==> src/rtl/uart_rx_ovs_if.sv <==
// Result bundle of the oversampling UART receiver: received word, completion
// pulse, error flags and busy status.
interface uart_rx_ovs_if #(
  parameter int DATA_W = 8
);
  logic [DATA_W-1:0] data;
  logic              rx_done;
  logic              parity_err;
  logic              frame_err;
  logic              busy;

  modport master (
    output data,
    output rx_done,
    output parity_err,
    output frame_err,
    output busy
  );

  modport slave (
    input data,
    input rx_done,
    input parity_err,
    input frame_err,
    input busy
  );
endinterface

==> src/rtl/uart_rx_ovs.sv <==
// 16x oversampling UART receiver with 5-sample majority vote per bit,
// optional parity, 1 or 2 checked stop bits and a per-frame latched baud rate.
module uart_rx_ovs #(
  parameter int CLK_FREQ_HZ = 50000000,
  parameter int DATA_W      = 8,
  parameter int PARITY      = 0,
  parameter int STOP_BITS   = 1
) (
  input  logic          sysclk,
  input  logic          rst,
  input  logic [2:0]    baud_set,
  input  logic          uart_rx,
  uart_rx_ovs_if.master rx_if
);

  localparam int DIV_4800   = CLK_FREQ_HZ / (4800 * 16);
  localparam int DIV_9600   = CLK_FREQ_HZ / (9600 * 16);
  localparam int DIV_19200  = CLK_FREQ_HZ / (19200 * 16);
  localparam int DIV_38400  = CLK_FREQ_HZ / (38400 * 16);
  localparam int DIV_57600  = CLK_FREQ_HZ / (57600 * 16);
  localparam int DIV_115200 = CLK_FREQ_HZ / (115200 * 16);
  localparam int CNT_W      = $clog2(DIV_4800 + 1);

  localparam logic [2:0] ST_IDLE  = 3'd0;
  localparam logic [2:0] ST_START = 3'd1;
  localparam logic [2:0] ST_DATA  = 3'd2;
  localparam logic [2:0] ST_PAR   = 3'd3;
  localparam logic [2:0] ST_STOP  = 3'd4;

  // Terminal count (divisor - 1) of the 16x tick counter for a baud select.
  function automatic logic [CNT_W-1:0] div_term(input logic [2:0] sel);
    case (sel)
      3'd0:    div_term = CNT_W'(DIV_4800 - 1);
      3'd1:    div_term = CNT_W'(DIV_9600 - 1);
      3'd2:    div_term = CNT_W'(DIV_19200 - 1);
      3'd3:    div_term = CNT_W'(DIV_38400 - 1);
      3'd4:    div_term = CNT_W'(DIV_57600 - 1);
      default: div_term = CNT_W'(DIV_115200 - 1);
    endcase
  endfunction

  // Parity check: odd mode wants XOR(data, p)=1, even mode wants 0.
  function automatic logic parity_fail(input logic [DATA_W-1:0] d, input logic p);
    if (PARITY == 1) begin
      parity_fail = ~(^d ^ p);
    end else if (PARITY == 2) begin
      parity_fail = ^d ^ p;
    end else begin
      parity_fail = 1'b0;
    end
  endfunction

  logic              sync1_r, rx_s, rx_q;
  logic [2:0]        state_r, state_nxt_s;
  logic [CNT_W-1:0]  cnt_r, term_r;
  logic [3:0]        tidx_r, bit_r;
  logic [2:0]        ones_r;
  logic [DATA_W-1:0] shift_r, data_r;
  logic              perr_acc_r, ferr_acc_r;
  logic              rx_done_r, perr_r, ferr_r, busy_r;

  logic start_edge_s, tick_s, samp_s, decide_s, vote_s, last_data_s, last_stop_s;

  // Two-flop synchroniser plus one-cycle-delayed copy for falling-edge detection.
  always_ff @(posedge sysclk or posedge rst) begin
    if (rst) begin
      sync1_r <= 1'b1;
      rx_s    <= 1'b1;
      rx_q    <= 1'b1;
    end else begin
      sync1_r <= uart_rx;
      rx_s    <= sync1_r;
      rx_q    <= rx_s;
    end
  end

  // A line held low since IDLE entry has rx_q=0, so no start edge is seen until it rises again.
  assign start_edge_s = (state_r == ST_IDLE) && rx_q && !rx_s;
  assign tick_s       = (state_r != ST_IDLE) && (cnt_r == term_r);
  assign samp_s       = tick_s && (tidx_r >= 4'd6) && (tidx_r <= 4'd10);
  assign decide_s     = tick_s && (tidx_r == 4'd10);
  assign vote_s       = (ones_r + {2'b00, rx_s}) >= 3'd3;
  assign last_data_s  = (bit_r == 4'(DATA_W - 1));
  assign last_stop_s  = (bit_r == 4'(STOP_BITS - 1));

  // Next-state logic; every bit decision is taken at tick index 10.
  always_comb begin
    state_nxt_s = state_r;
    case (state_r)
      ST_IDLE: begin
        if (start_edge_s) state_nxt_s = ST_START;
        else              state_nxt_s = ST_IDLE;
      end
      ST_START: begin
        if (decide_s) state_nxt_s = vote_s ? ST_IDLE : ST_DATA;
        else          state_nxt_s = ST_START;
      end
      ST_DATA: begin
        if (decide_s && last_data_s) state_nxt_s = (PARITY != 0) ? ST_PAR : ST_STOP;
        else                         state_nxt_s = ST_DATA;
      end
      ST_PAR: begin
        if (decide_s) state_nxt_s = ST_STOP;
        else          state_nxt_s = ST_PAR;
      end
      ST_STOP: begin
        if (decide_s && last_stop_s) state_nxt_s = ST_IDLE;
        else                         state_nxt_s = ST_STOP;
      end
      default: state_nxt_s = ST_IDLE;
    endcase
  end

  // State register and registered busy flag.
  always_ff @(posedge sysclk or posedge rst) begin
    if (rst) begin
      state_r <= ST_IDLE;
      busy_r  <= 1'b0;
    end else begin
      state_r <= state_nxt_s;
      busy_r  <= (state_nxt_s != ST_IDLE);
    end
  end

  // Tick generation, free-running tick index and majority-vote accumulator.
  always_ff @(posedge sysclk or posedge rst) begin
    if (rst) begin
      cnt_r  <= '0;
      term_r <= '0;
      tidx_r <= 4'd0;
      ones_r <= 3'd0;
    end else if (start_edge_s) begin
      cnt_r  <= '0;
      term_r <= div_term(baud_set);
      tidx_r <= 4'd0;
      ones_r <= 3'd0;
    end else if (state_r != ST_IDLE) begin
      if (tick_s) begin
        cnt_r  <= '0;
        tidx_r <= tidx_r + 4'd1;
      end else begin
        cnt_r  <= cnt_r + CNT_W'(1);
      end
      if (decide_s)    ones_r <= 3'd0;
      else if (samp_s) ones_r <= ones_r + {2'b00, rx_s};
    end else begin
      cnt_r  <= '0;
      tidx_r <= 4'd0;
      ones_r <= 3'd0;
    end
  end

  // Frame datapath; results are published only at the final stop-bit decision.
  always_ff @(posedge sysclk or posedge rst) begin
    if (rst) begin
      bit_r      <= 4'd0;
      shift_r    <= '0;
      perr_acc_r <= 1'b0;
      ferr_acc_r <= 1'b0;
      data_r     <= '0;
      perr_r     <= 1'b0;
      ferr_r     <= 1'b0;
      rx_done_r  <= 1'b0;
    end else begin
      rx_done_r <= 1'b0;
      if (decide_s) begin
        case (state_r)
          ST_START: begin
            bit_r      <= 4'd0;
            perr_acc_r <= 1'b0;
            ferr_acc_r <= 1'b0;
          end
          ST_DATA: begin
            shift_r <= {vote_s, shift_r[DATA_W-1:1]};
            bit_r   <= last_data_s ? 4'd0 : bit_r + 4'd1;
          end
          ST_PAR: perr_acc_r <= parity_fail(shift_r, vote_s);
          ST_STOP: begin
            if (last_stop_s) begin
              data_r    <= shift_r;
              perr_r    <= perr_acc_r;
              ferr_r    <= ferr_acc_r | ~vote_s;
              rx_done_r <= 1'b1;
            end else begin
              ferr_acc_r <= ferr_acc_r | ~vote_s;
              bit_r      <= bit_r + 4'd1;
            end
          end
          default: bit_r <= 4'd0;
        endcase
      end
    end
  end

  assign rx_if.data       = data_r;
  assign rx_if.rx_done    = rx_done_r;
  assign rx_if.parity_err = perr_r;
  assign rx_if.frame_err  = ferr_r;
  assign rx_if.busy       = busy_r;

endmodule

==> src/flat_wrapper.sv <==
// flat-port wrapper written by rule: the top's interface ports become plain ports
module uart_rx_ovs_flat 
#(
  parameter int CLK_FREQ_HZ = 50000000,
  parameter int DATA_W      = 8,
  parameter int PARITY      = 0,
  parameter int STOP_BITS   = 1
)
  (sysclk, rst, baud_set, uart_rx, rx_if_data, rx_if_rx_done, rx_if_parity_err, rx_if_frame_err, rx_if_busy);
  uart_rx_ovs_if #(.DATA_W(DATA_W)) rx_if_i ();
  input  logic sysclk;
  input  logic rst;
  input  logic [2:0] baud_set;
  input  logic uart_rx;
  output wire logic [$bits(rx_if_i.data)-1:0] rx_if_data;
  output wire logic [$bits(rx_if_i.rx_done)-1:0] rx_if_rx_done;
  output wire logic [$bits(rx_if_i.parity_err)-1:0] rx_if_parity_err;
  output wire logic [$bits(rx_if_i.frame_err)-1:0] rx_if_frame_err;
  output wire logic [$bits(rx_if_i.busy)-1:0] rx_if_busy;
  assign rx_if_data = rx_if_i.data;
  assign rx_if_rx_done = rx_if_i.rx_done;
  assign rx_if_parity_err = rx_if_i.parity_err;
  assign rx_if_frame_err = rx_if_i.frame_err;
  assign rx_if_busy = rx_if_i.busy;
  uart_rx_ovs #(.CLK_FREQ_HZ(CLK_FREQ_HZ), .DATA_W(DATA_W), .PARITY(PARITY), .STOP_BITS(STOP_BITS)) u_core (.sysclk(sysclk), .rst(rst), .baud_set(baud_set), .uart_rx(uart_rx), .rx_if(rx_if_i));
endmodule
==> config.mk <==
export PLATFORM = sky130hd
export DESIGN_NAME = uart_rx_ovs_flat
export DESIGN_NICKNAME = d
export VERILOG_FILES = /design/src/rtl/uart_rx_ovs_if.sv /design/src/rtl/uart_rx_ovs.sv /design/src/flat_wrapper.sv
export SDC_FILE = /design/constraint.sdc
export NUM_CORES = 1
export LEC_CHECK = 0
export CORE_ASPECT_RATIO = 1.75
export CORE_MARGIN = 8
export CORE_UTILIZATION = 60
export CTS_BUF_LIST = sky130_fd_sc_hd__clkbuf_8
export CTS_CLUSTER_DIAMETER = 40
export DETAILED_ROUTE_END_ITERATION = 12
export HOLD_SLACK_MARGIN = 0.02
export PLACE_DENSITY = 0.78
export SLEW_MARGIN = 10
export SYNTH_ARGS = -nofsm -noshare
export SYNTH_HDL_FRONTEND = slang
export SYNTH_SLANG_ARGS = --single-unit
==> constraint.sdc <==
create_clock -name sysclk -period 2.65 [get_ports sysclk]
set_input_delay 0.265 -clock sysclk [delete_from_list [all_inputs] [get_ports sysclk]]
set_output_delay 0.265 -clock sysclk [all_outputs]
set_load 0.1 [all_outputs]
==> results of run 1 <==
[critical path: cells and delay by family (launching register included)]
kind               cells  cell delay [ns]
and+or+nand+nor        3             1.24
DFF                    1             0.45
muxes                  1             0.33
AOI/OAI and AO/OA      1             0.25
[layer usage]
metal	GRT usage, %	up-vias	routed length, um
li1	-	850	-
met1	16.5	833	1910
met2	28.8	29	2670
met3	2.61	9	120
met4	6.76	0	95
met5	0	-	0
[logic make-up after synthesis]
family / count (synthesis)
other cells: 1
xor+xnor: 24
mux: 18
buf+inv: 17
compound gates: 29
simple gates: 83
flops: 55
fa+ha+maj: 7
[sequential cells by signal, summed over array words and instances, names as in the netlist]
signal,flops
u_core.term_r,8
u_core.rx_s,1
u_core.rx_if.busy,1
u_core.shift_r,8
u_core.sync1_r,1
u_core.ferr_acc_r,1
u_core.state_r,3
u_core.rx_if.frame_err,1
u_core.tidx_r,4
u_core.bit_r,4
u_core.rx_if.rx_done,1
u_core.rx_if.data,8
u_core.cnt_r,10
u_core.rx_q,1
u_core.ones_r,3
[layout by cell type, fill, tap and decap left out, drive strengths merged, types with 4 or more instances in the layout]
cell           Yosys  routed
nand2             18      18
o31ai              5       5
nor2              24      24
inv                9       9
mux2              15      15
xnor2             10      10
xor2              14      14
clkbuf             5       5
dfrtp             52      52
o21ai             10      10
nand3             12      12
and3               5       5
or3                4       4
ha                 7       7
clkdlybuf4s50      0       5
buf                3      20
[per-stage QoR]
stage / std cells / total power, mW / hold WS [ns] / setup slack (ns)
floorplan: 234 / 1.30 / 0.269 / 0.233
global placement: 300 / 1.41 / 0.346 / 0.299
detailed placement: 300 / 1.42 / 0.353 / 0.289
CTS: 308 / 1.89 / 0.297 / 0.265
global route: 308 / 1.97 / 0.342 / 0.144
finish: 308 / 1.87 / 0.288 / 0.268
[power by group through the flow]
stage	Combinational [mW]	Sequential, mW	Clock, mW
2_1_floorplan	0.261	1.04	0
3_3_place_gp	0.364	1.04	0
3_5_place_dp	0.369	1.05	0
4_1_cts	0.372	1.03	0.483
5_1_grt	0.410	1.04	0.514
6_report	0.367	1.03	0.475
[final timing paths]
kind	end	slack, ns	depth (start not counted)
setup / recovery	u_core.shift_r[5]$_DFFE_PP0P_	0.27	5
hold / removal	u_core.rx_if.data[1]$_DFFE_PP0P_	0.29	2
setup reg to reg	u_core.shift_r[5]$_DFFE_PP0P_	0.27	5
hold reg to reg	u_core.rx_s$_DFF_PP1_	0.37	0
max in group asynchronous	u_core.rx_q$_DFF_PP1_	1.75	3
min in group sysclk	u_core.sync1_r$_DFF_PP1_	0.35	1
[layout make-up]
| cell class | count | share of cell area, % |
|---|---|---|
| clock buffers | 5 | 2.36 |
| clock inverters | 3 | 0.859 |
| inverters | 9 | 1.16 |
| multi-input cells | 162 | 38.9 |
| flip-flops and latches | 55 | 47.4 |
| well taps | 49 | 2.10 |
| repair buffers | 25 | 7.30 |
==> metrics.txt, run 1 <==
status=finished, final reports clean; Synth Area per Inst=11.0 sq um; async set-reset flop share out of synthesis=100%; Final #Nets=271; Rel. slew slack=66.2%; Yosys top cell area share=between 50% and 60%; Die H=103 um; Yosys top cell by area=dfrtp_1; via count=1721; Post-synth top cells=dfrtp_1, nor2_1, nand2_1; first-pass GRT wire length=a little over 8000 um; post-synthesis cell count=approximately 230; hold_buf cts=0; PortBufs=16; Synthesized Nets=247; # rows=31; Post-Synth Simple-Gate Area=17.0%; PD cells=643 nW/um^2; CTS tree=yes; Synth Area in Adders=between 3 and 4%; period utilization=89.9%; Die Area=between 6000 and 7000 sq um; CTS Buf Count=5; slowest stage cell, crit path=or4_1; peak supply drop=510 uV; largest net degree at the start of global routing=33; detailed-placement wirelength estimate=3570 um; main combinational cell family by area after synthesis=simple AND/OR/NAND/NOR gates; Hold Fails Final Rpt=0; Pins Over Slew Limit=0; total area of sequential cells=around 1400 sq um; critical path's largest stage delay=0.71 ns; post-route cell area=2910 sq um; fill cell count=roughly 300; final wirelength=4790 um; CP required=roughly 2.9 ns; mux cell area share after synthesis=7.70%; internal power=about 1.3 mW; clock period minus worst slack=2.38 ns; Hold Crit Class=input port to asynchronous set/reset pin; register area share after synthesis=53.4%; Setup Buffers After CTS=0; Yosys cell types=46; clock root cell=clkbuf_8; Worst Setup Start Kind=register; layout cells sized above 1=a little over a fifth; post-CTS sizing=0; P_leak=1.41 nW; Final Skew=0.00853 ns; clk_lat worst skew=0.31 ns; Crit Path Max Fanout=9; DR iter-0 viols=84; Mapped Area=2580 sq um; P_sw=about 0.59 mW; clock share of power=approximately 25%; sequential share of power=between 50 and 60%; area growth from synthesis to layout=12.8%; number of H-tree levels=2; synth warn=0; drt wl/cell=around 16 um; Initial Utilization=roughly 62%; Routed Antenna Nets=0; Post-DP Area=2820 sq um; drc violations=0; CTS clk-pin slew, worst paths=0.10 ns; Post-synth EDFFs=0; Core Box Area=approximately 4200 sq um; Finish-stage setup viols=0; beginning of the critical path=u_core.cnt_r[0]$_DFF_PP0_; gpl congestion=roughly 0.80; Worst-Margin Slew=0.506 ns; Critical Path Sink Type=register; area of the multi-input gates=1130 sq um; Die W=65.6 um; setup TNS=0 ns; Post-Synth XOR/XNOR Area=approximately 8.1%; Util after Layout=a little over two thirds; 1st-pass router iterations=4; count leader, synth=dfrtp_1; Post-synth top flop=dfrtp_1; Max Cap Viol=0; Compound-Gate Fraction of Synth Area=7.46%; Antenna diodes=0; crit path kind=register to register; Crit path arrival time=2.58 ns; synthesis-stage register bit count=55; gr ovfl total=0; switch share=31.3%; # IOs=18; FF-to-FF Start=u_core.cnt_r[0]$_DFF_PP0_; Peak Freq=420 MHz; Tot GR Track Use=15.5%; antenna violations before repair=0; worst path cell trace=or3_1 > a211oi_2 > nand4_1 > or4_1 > mux2_2; clk buf depth=2; clk sinks=55; vias per cell=5.59; Comb power frac=roughly 20%; ranking of synthesized cells by area=dfrtp_1, mux2_2, xor2_1; RSZ-0062 raised after global routing=no; number of global-route vias before repair=~1800
No activity file was read; power rests on OpenSTA's default activity.
==> inputs of run 2 (changes only) <==
ABC_AREA = 1   (was default)
CORE_UTILIZATION = 55   (was 60)
PLACE_DENSITY = 0.75   (was 0.78)
clock period = 1.95 ns   (was 2.65 ns; I/O delays follow)
==> metrics.txt, run 2 <==
Initial Utilization=57.3%; # IOs=18; async set-reset flop share out of synthesis=100%; fill cell count=426; DR iter-0 viols=87; gr ovfl total=0; hold_buf cts=0; critical path's largest stage delay=0.41 ns; PortBufs=16; Post-synth top flop=dfrtp_1; post-route cell area=3210 sq um; clk sinks=between 50 and 60; Yosys top cell by area=dfrtp_1; Pins Over Slew Limit=0; CTS clk-pin slew, worst paths=0.10 ns; Util after Layout=between 60% and 70%; Die Area=7840 sq um; Antenna diodes=0; count leader, synth=nand2_1; CP required=~2.2 ns; commonest non-fill, non-tap cell in the layout=nand2_1; Max Cap Viol=0; Finish-stage setup viols=0; worst path cell trace=inv_1 > ha_1 > nand2_1 > nor2_4 > nand3_4 > nor2_2 > nand2_2 > nand2_1 > o21ai_1; RSZ-0062 raised after global routing=no; post-synthesis cell count=331; crit path kind=register to register; P_leak=1.53 nW; antenna violations before repair=0; most frequent cells in the layout=nand2_1, dfrtp_1, inv_1, nor2_1, nand3_1; number of global-route vias before repair=approximately 2100; max FFs per register=10; Placed Cells=396; Reg-to-Reg End=u_core.bit_r[0]$_DFFE_PP0P_; slowest stage cell, crit path=dfrtp_1; Final #Nets=369; Synth Area per Inst=8.61 sq um; synth warn=0; Post-synth EDFFs=0; largest net degree at the start of global routing=56; largest reg by FF count=u_core.cnt_r; Pwr Total=3.04 mW; Post-synth top cells=nand2_1, dfrtp_1, inv_1; R2R depth=9; Final Skew=~0.0087 ns; Tot GR Track Use=15.3%; layout cells sized above 1=~18%; Crit Path Max Fanout=8; CP most frequent cell=nand2_1; register area share after synthesis=48.4%; # rows=34; clk buf depth=2; Core Box Area=4980 sq um; gpl congestion=0.866; clock period minus worst slack=~1.8 ns; first-pass GRT wire length=9760 um; FF-to-FF Start=u_core.tidx_r[0]$_DFFE_PP0P_; Post-DP Area=3030 sq um; via count=2208; Die W=70.4 um; Peak Freq=570 MHz; Hold Crit Class=input port to asynchronous set/reset pin; final wirelength=5820 um; Worst Setup Start Kind=register; PD cells=946 nW/um^2; number of H-tree levels=2; Yosys cell types=35; peak supply drop=698 uV; Crit path arrival time=1.96 ns; area growth from synthesis to layout=12.7%; Mapped Area=approximately 2900 sq um; ranking of synthesized cells by area=dfrtp_1, nand2_1, inv_1; CTS Buf Count=5; clock root cell=clkbuf_8; drc violations=0; Critical Path Sink Type=register; Synthesized Nets=approximately 340; period utilization=90.0%; post-CTS sizing=0; setup TNS=0 ns; Hold Fails Final Rpt=0; detailed-placement wirelength estimate=~4300 um; status=finished, final reports clean; Yosys top cell area share=a little under half; Die H=111 um; synthesis-stage register bit count=55; drt wl/cell=14.2 um; vias per cell=5.37; FF-to-FF setup slack=0.19 ns; Post-Layout Cell Count=slightly above 400; clk_lat worst skew=0.31 ns; CTS tree=yes; 1st-pass router iterations=4; Routed Antenna Nets=0
-- run 2: cell types whose count changed after synthesis, sizes merged, moves of 8 or more --
cell | previous run | this run
o21ai | 10 | 31
nor2 | 24 | 38
inv | 9 | 43
nand2 | 18 | 86
a21oi | 3 | 13
mux2 | 15 | 0
nand3 | 12 | 20
-- run 2: worst max path at each step --
stage / slack (ns) / endpoint / from
2_1_floorplan: 0.36 / u_core.rx_if.data[0]$_DFFE_PP0P_ / u_core.cnt_r[0]$_DFF_PP0_
3_3_place_gp: 0.12 / u_core.term_r[3]$_DFFE_PP0P_ / u_core.state_r[0]$_DFF_PP0_
3_5_place_dp: 0.16 / u_core.term_r[3]$_DFFE_PP0P_ / u_core.state_r[1]$_DFF_PP0_
4_1_cts: 0.14 / u_core.term_r[3]$_DFFE_PP0P_ / u_core.state_r[1]$_DFF_PP0_
5_1_grt: 0.01 / u_core.rx_if.data[7]$_DFFE_PP0P_ / u_core.cnt_r[0]$_DFF_PP0_
6_report: 0.19 / u_core.bit_r[0]$_DFFE_PP0P_ / u_core.tidx_r[0]$_DFFE_PP0P_
-- run 2: worst max-delay path, delay by kind of cell (launching register included) --
kind,cells,cell delay [ns]
AO/OA/AOI/OAI,1,0.06
adder cells (fa/ha/maj),1,0.20
buffers and inverters,1,0.11
flip-flops,1,0.41
AND/OR/NAND/NOR,6,0.88
-- run 2: final cells by class --
class | instances | area [sq um] | area share, %
Sequential cell | 55 | 1380 | 42.9
Multi-Input combinational cell | 228 | 1270 | 39.7
Inverter | 43 | 161 | 5.02
Tap cell | 54 | 67.6 | 2.10
Clock inverter | 3 | 63.8 | 1.99
Timing Repair Buffer | 23 | 198 | 6.15
Clock buffer | 5 | 68.8 | 2.14
-- run 2: stage by stage --
step	hold slack, ns	setup slack, ns
6_report	0.241	0.195
5_1_grt	0.266	0.0112
4_1_cts	0.251	0.142
3_5_place_dp	0.347	0.159
3_3_place_gp	0.347	0.118
2_1_floorplan	0.199	0.360
-- run 2: report_power, final --
part | internal [mW] | total, mW | switching, mW
logic | 0.276 | 0.745 | 0.469
clock network | 0.508 | 0.876 | 0.368
registers | 1.28 | 1.42 | 0.142
-- run 2: routing by layer --
layer  vias up  global-route usage, %  share of wire, %
met2        30                   27.3                56
met3        13                   2.87               2.4
li1       1107                      -                 -
met5         -                      0                 0
met4         0                   8.09               3.1
met1      1058                   16.3                38
-- run 2: logic make-up after synthesis --
family	share of synthesized area, %
xor+xnor	3.38
compound gates	9.96
fa+ha+maj	3.07
other cells	0.132
simple gates	27.8
flops	48.4
buf+inv	7.24
-- run 2: repair_timing --
action	CTS	global route
setup buffers	0	6
endpoints found under the setup margin	0	5
endpoints found under the hold margin	0	0
==> inputs of run 3 (changes only) <==
CORE_ASPECT_RATIO = default   (was 1.75)
==> metrics.txt, run 3 (synthesis gave the netlist of run 2 again) <==
status=finished, final reports clean; Final #Nets=362; Die Area=slightly below 8000 sq um; post-CTS sizing=0; GR Util met2=26.8%; FF-to-FF Start=u_core.state_r[0]$_DFF_PP0_; global routing usage on met1=between 10% and 20%; Post-DP Area=slightly above 3000 sq um; Die W=88.0 um; gpl congestion=0.870; P_leak=1.49 nW; Critical Path Sink Type=register; Final Skew=0.0155 ns; PD cells=around 880 nW/um^2; Reg-to-Reg End=u_core.term_r[3]$_DFFE_PP0P_; Die H=88.0 um; number of global-route vias before repair=2146; first-pass GRT wire length=roughly 9400 um; Hold Crit Class=input port to asynchronous set/reset pin; met3 usage=3.38%; Core Box Area=5040 sq um; Worst Setup Start Kind=register; max FFs per register=10; drc violations=0; # IOs=18; CTS clk-pin slew, worst paths=0.12 ns; CP required=2.19 ns; clk_lat worst skew=roughly 0.31 ns; vias per cell=5.01; via count=2103; Tot GR Track Use=15.2%; post-route cell area=3150 sq um; DR iter-0 viols=70; FF-to-FF setup slack=0.14 ns; antenna violations before repair=0; CTS tree=yes; final wirelength=5230 um; Initial Utilization=a little under three fifths; most frequent cells in the layout=nand2_1, dfrtp_1, inv_1, nor2_1, nand3_1; Worst-Margin Slew=between 0.5 and 0.6 ns; largest net degree at the start of global routing=56; 1st-pass router iterations=4; area growth from synthesis to layout=10.4%; Peak Freq=553 MHz; number of H-tree levels=2; R2R depth=9; Routed Antenna Nets=0; drt wl/cell=roughly 12 um; crit path kind=register to register; commonest non-fill, non-tap cell in the layout=nand2_1; clock root cell=clkbuf_8; Rel. slew slack=59.7%; Crit Path Max Fanout=8; setup TNS=0 ns; clock period minus worst slack=1.81 ns; Crit path arrival time=slightly above 2 ns; Max Cap Viol=0; CTS Buf Count=5; # rows=26; RSZ-0062 raised after global routing=no; clk buf depth=2; period utilization=between 90% and 100%; Finish-stage setup viols=0; Pins Over Slew Limit=0; Setup Buffers After CTS=0; clk sinks=55; PortBufs=16; detailed-placement wirelength estimate=3920 um; busiest layer in global routing=met2; Antenna diodes=0; layout cells sized above 1=16.6%; peak supply drop=approximately 400 uV; hold_buf cts=0; largest reg by FF count=u_core.cnt_r; Hold Fails Final Rpt=0; gr ovfl total=0
[run 3: changes by cell type in the layout (fill, tap and decap cells not counted)]
| cell | before | now |
|---|---|---|
| buf_4 | 17 | 11 |
| inv_1 | 35 | 34 |
| clkinv_8 | 0 | 1 |
| bufinv_16 | 2 | 0 |
| nand3_2 | 1 | 0 |
| clkinv_4 | 0 | 1 |
| inv_6 | 0 | 1 |
[run 3: worst max-delay path, stage by stage (launching register included)]
cell and delay (ns):
dfrtp_1 0.42, nor2_2 0.18, inv_2 0.07, nor2_4 0.19
inv_2 0.14, nor3_4 0.30, inv_2 0.16, nor2_2 0.14
o21ai_1 0.07, o21ai_1 0.07
[run 3: how the worst max path moves through the flow]
stage                                           start                          endpoint  slack, ns  depth (start not counted)
after detailed placement  u_core.state_r[0]$_DFF_PP0_      u_core.term_r[3]$_DFFE_PP0P_       0.17                          9
after floorplan             u_core.cnt_r[0]$_DFF_PP0_  u_core.rx_if.data[0]$_DFFE_PP0P_       0.36                         10
after global placement    u_core.state_r[0]$_DFF_PP0_      u_core.term_r[3]$_DFFE_PP0P_       0.14                          9
final                     u_core.state_r[0]$_DFF_PP0_      u_core.term_r[3]$_DFFE_PP0P_       0.14                          9
after global routing      u_core.state_r[1]$_DFF_PP0_      u_core.term_r[3]$_DFFE_PP0P_       0.02                          9
after CTS                 u_core.state_r[0]$_DFF_PP0_      u_core.term_r[3]$_DFFE_PP0P_       0.12                          9
[run 3: routing by layer]
metal	wire length (um)	up-vias
met2	2580	28
met3	196	4
met1	2420	983
met5	0	-
li1	-	1088
met4	46	0
[run 3: metrics by stage]
stage / worst slack (ns) / power, mW / utilization (%) / hold WS (ns) / std cells
after floorplan: 0.360 / 2.00 / - / 0.199 / 331
after global placement: 0.140 / 2.13 / 60.4 / 0.346 / 412
after detailed placement: 0.169 / 2.14 / 60.4 / 0.349 / 412
after CTS: 0.117 / 2.82 / 62.5 / 0.250 / 420
after global routing: 0.0201 / 2.99 / 62.5 / 0.269 / 420
final: 0.142 / 2.79 / 62.5 / 0.234 / 420
[run 3: power breakdown]
group	leakage, nW	switching, mW	internal, mW
registers	0.731	0.146	1.28
logic	0.702	0.432	0.258
clock network	0.0515	0.402	0.271
total	1.49	0.981	1.81
[run 3: final cells by class]
| cell class | count | area (sq um) |
|---|---|---|
| sequential | 55 | 1380 |
| clock buffer | 5 | 68.8 |
| multi-input combinational | 227 | 1260 |
| tap | 70 | 87.6 |
| timing repair buffer | 17 | 153 |
| fill | 434 | 1890 |
| clock inverter | 3 | 33.8 |
| inverter | 43 | 161 |
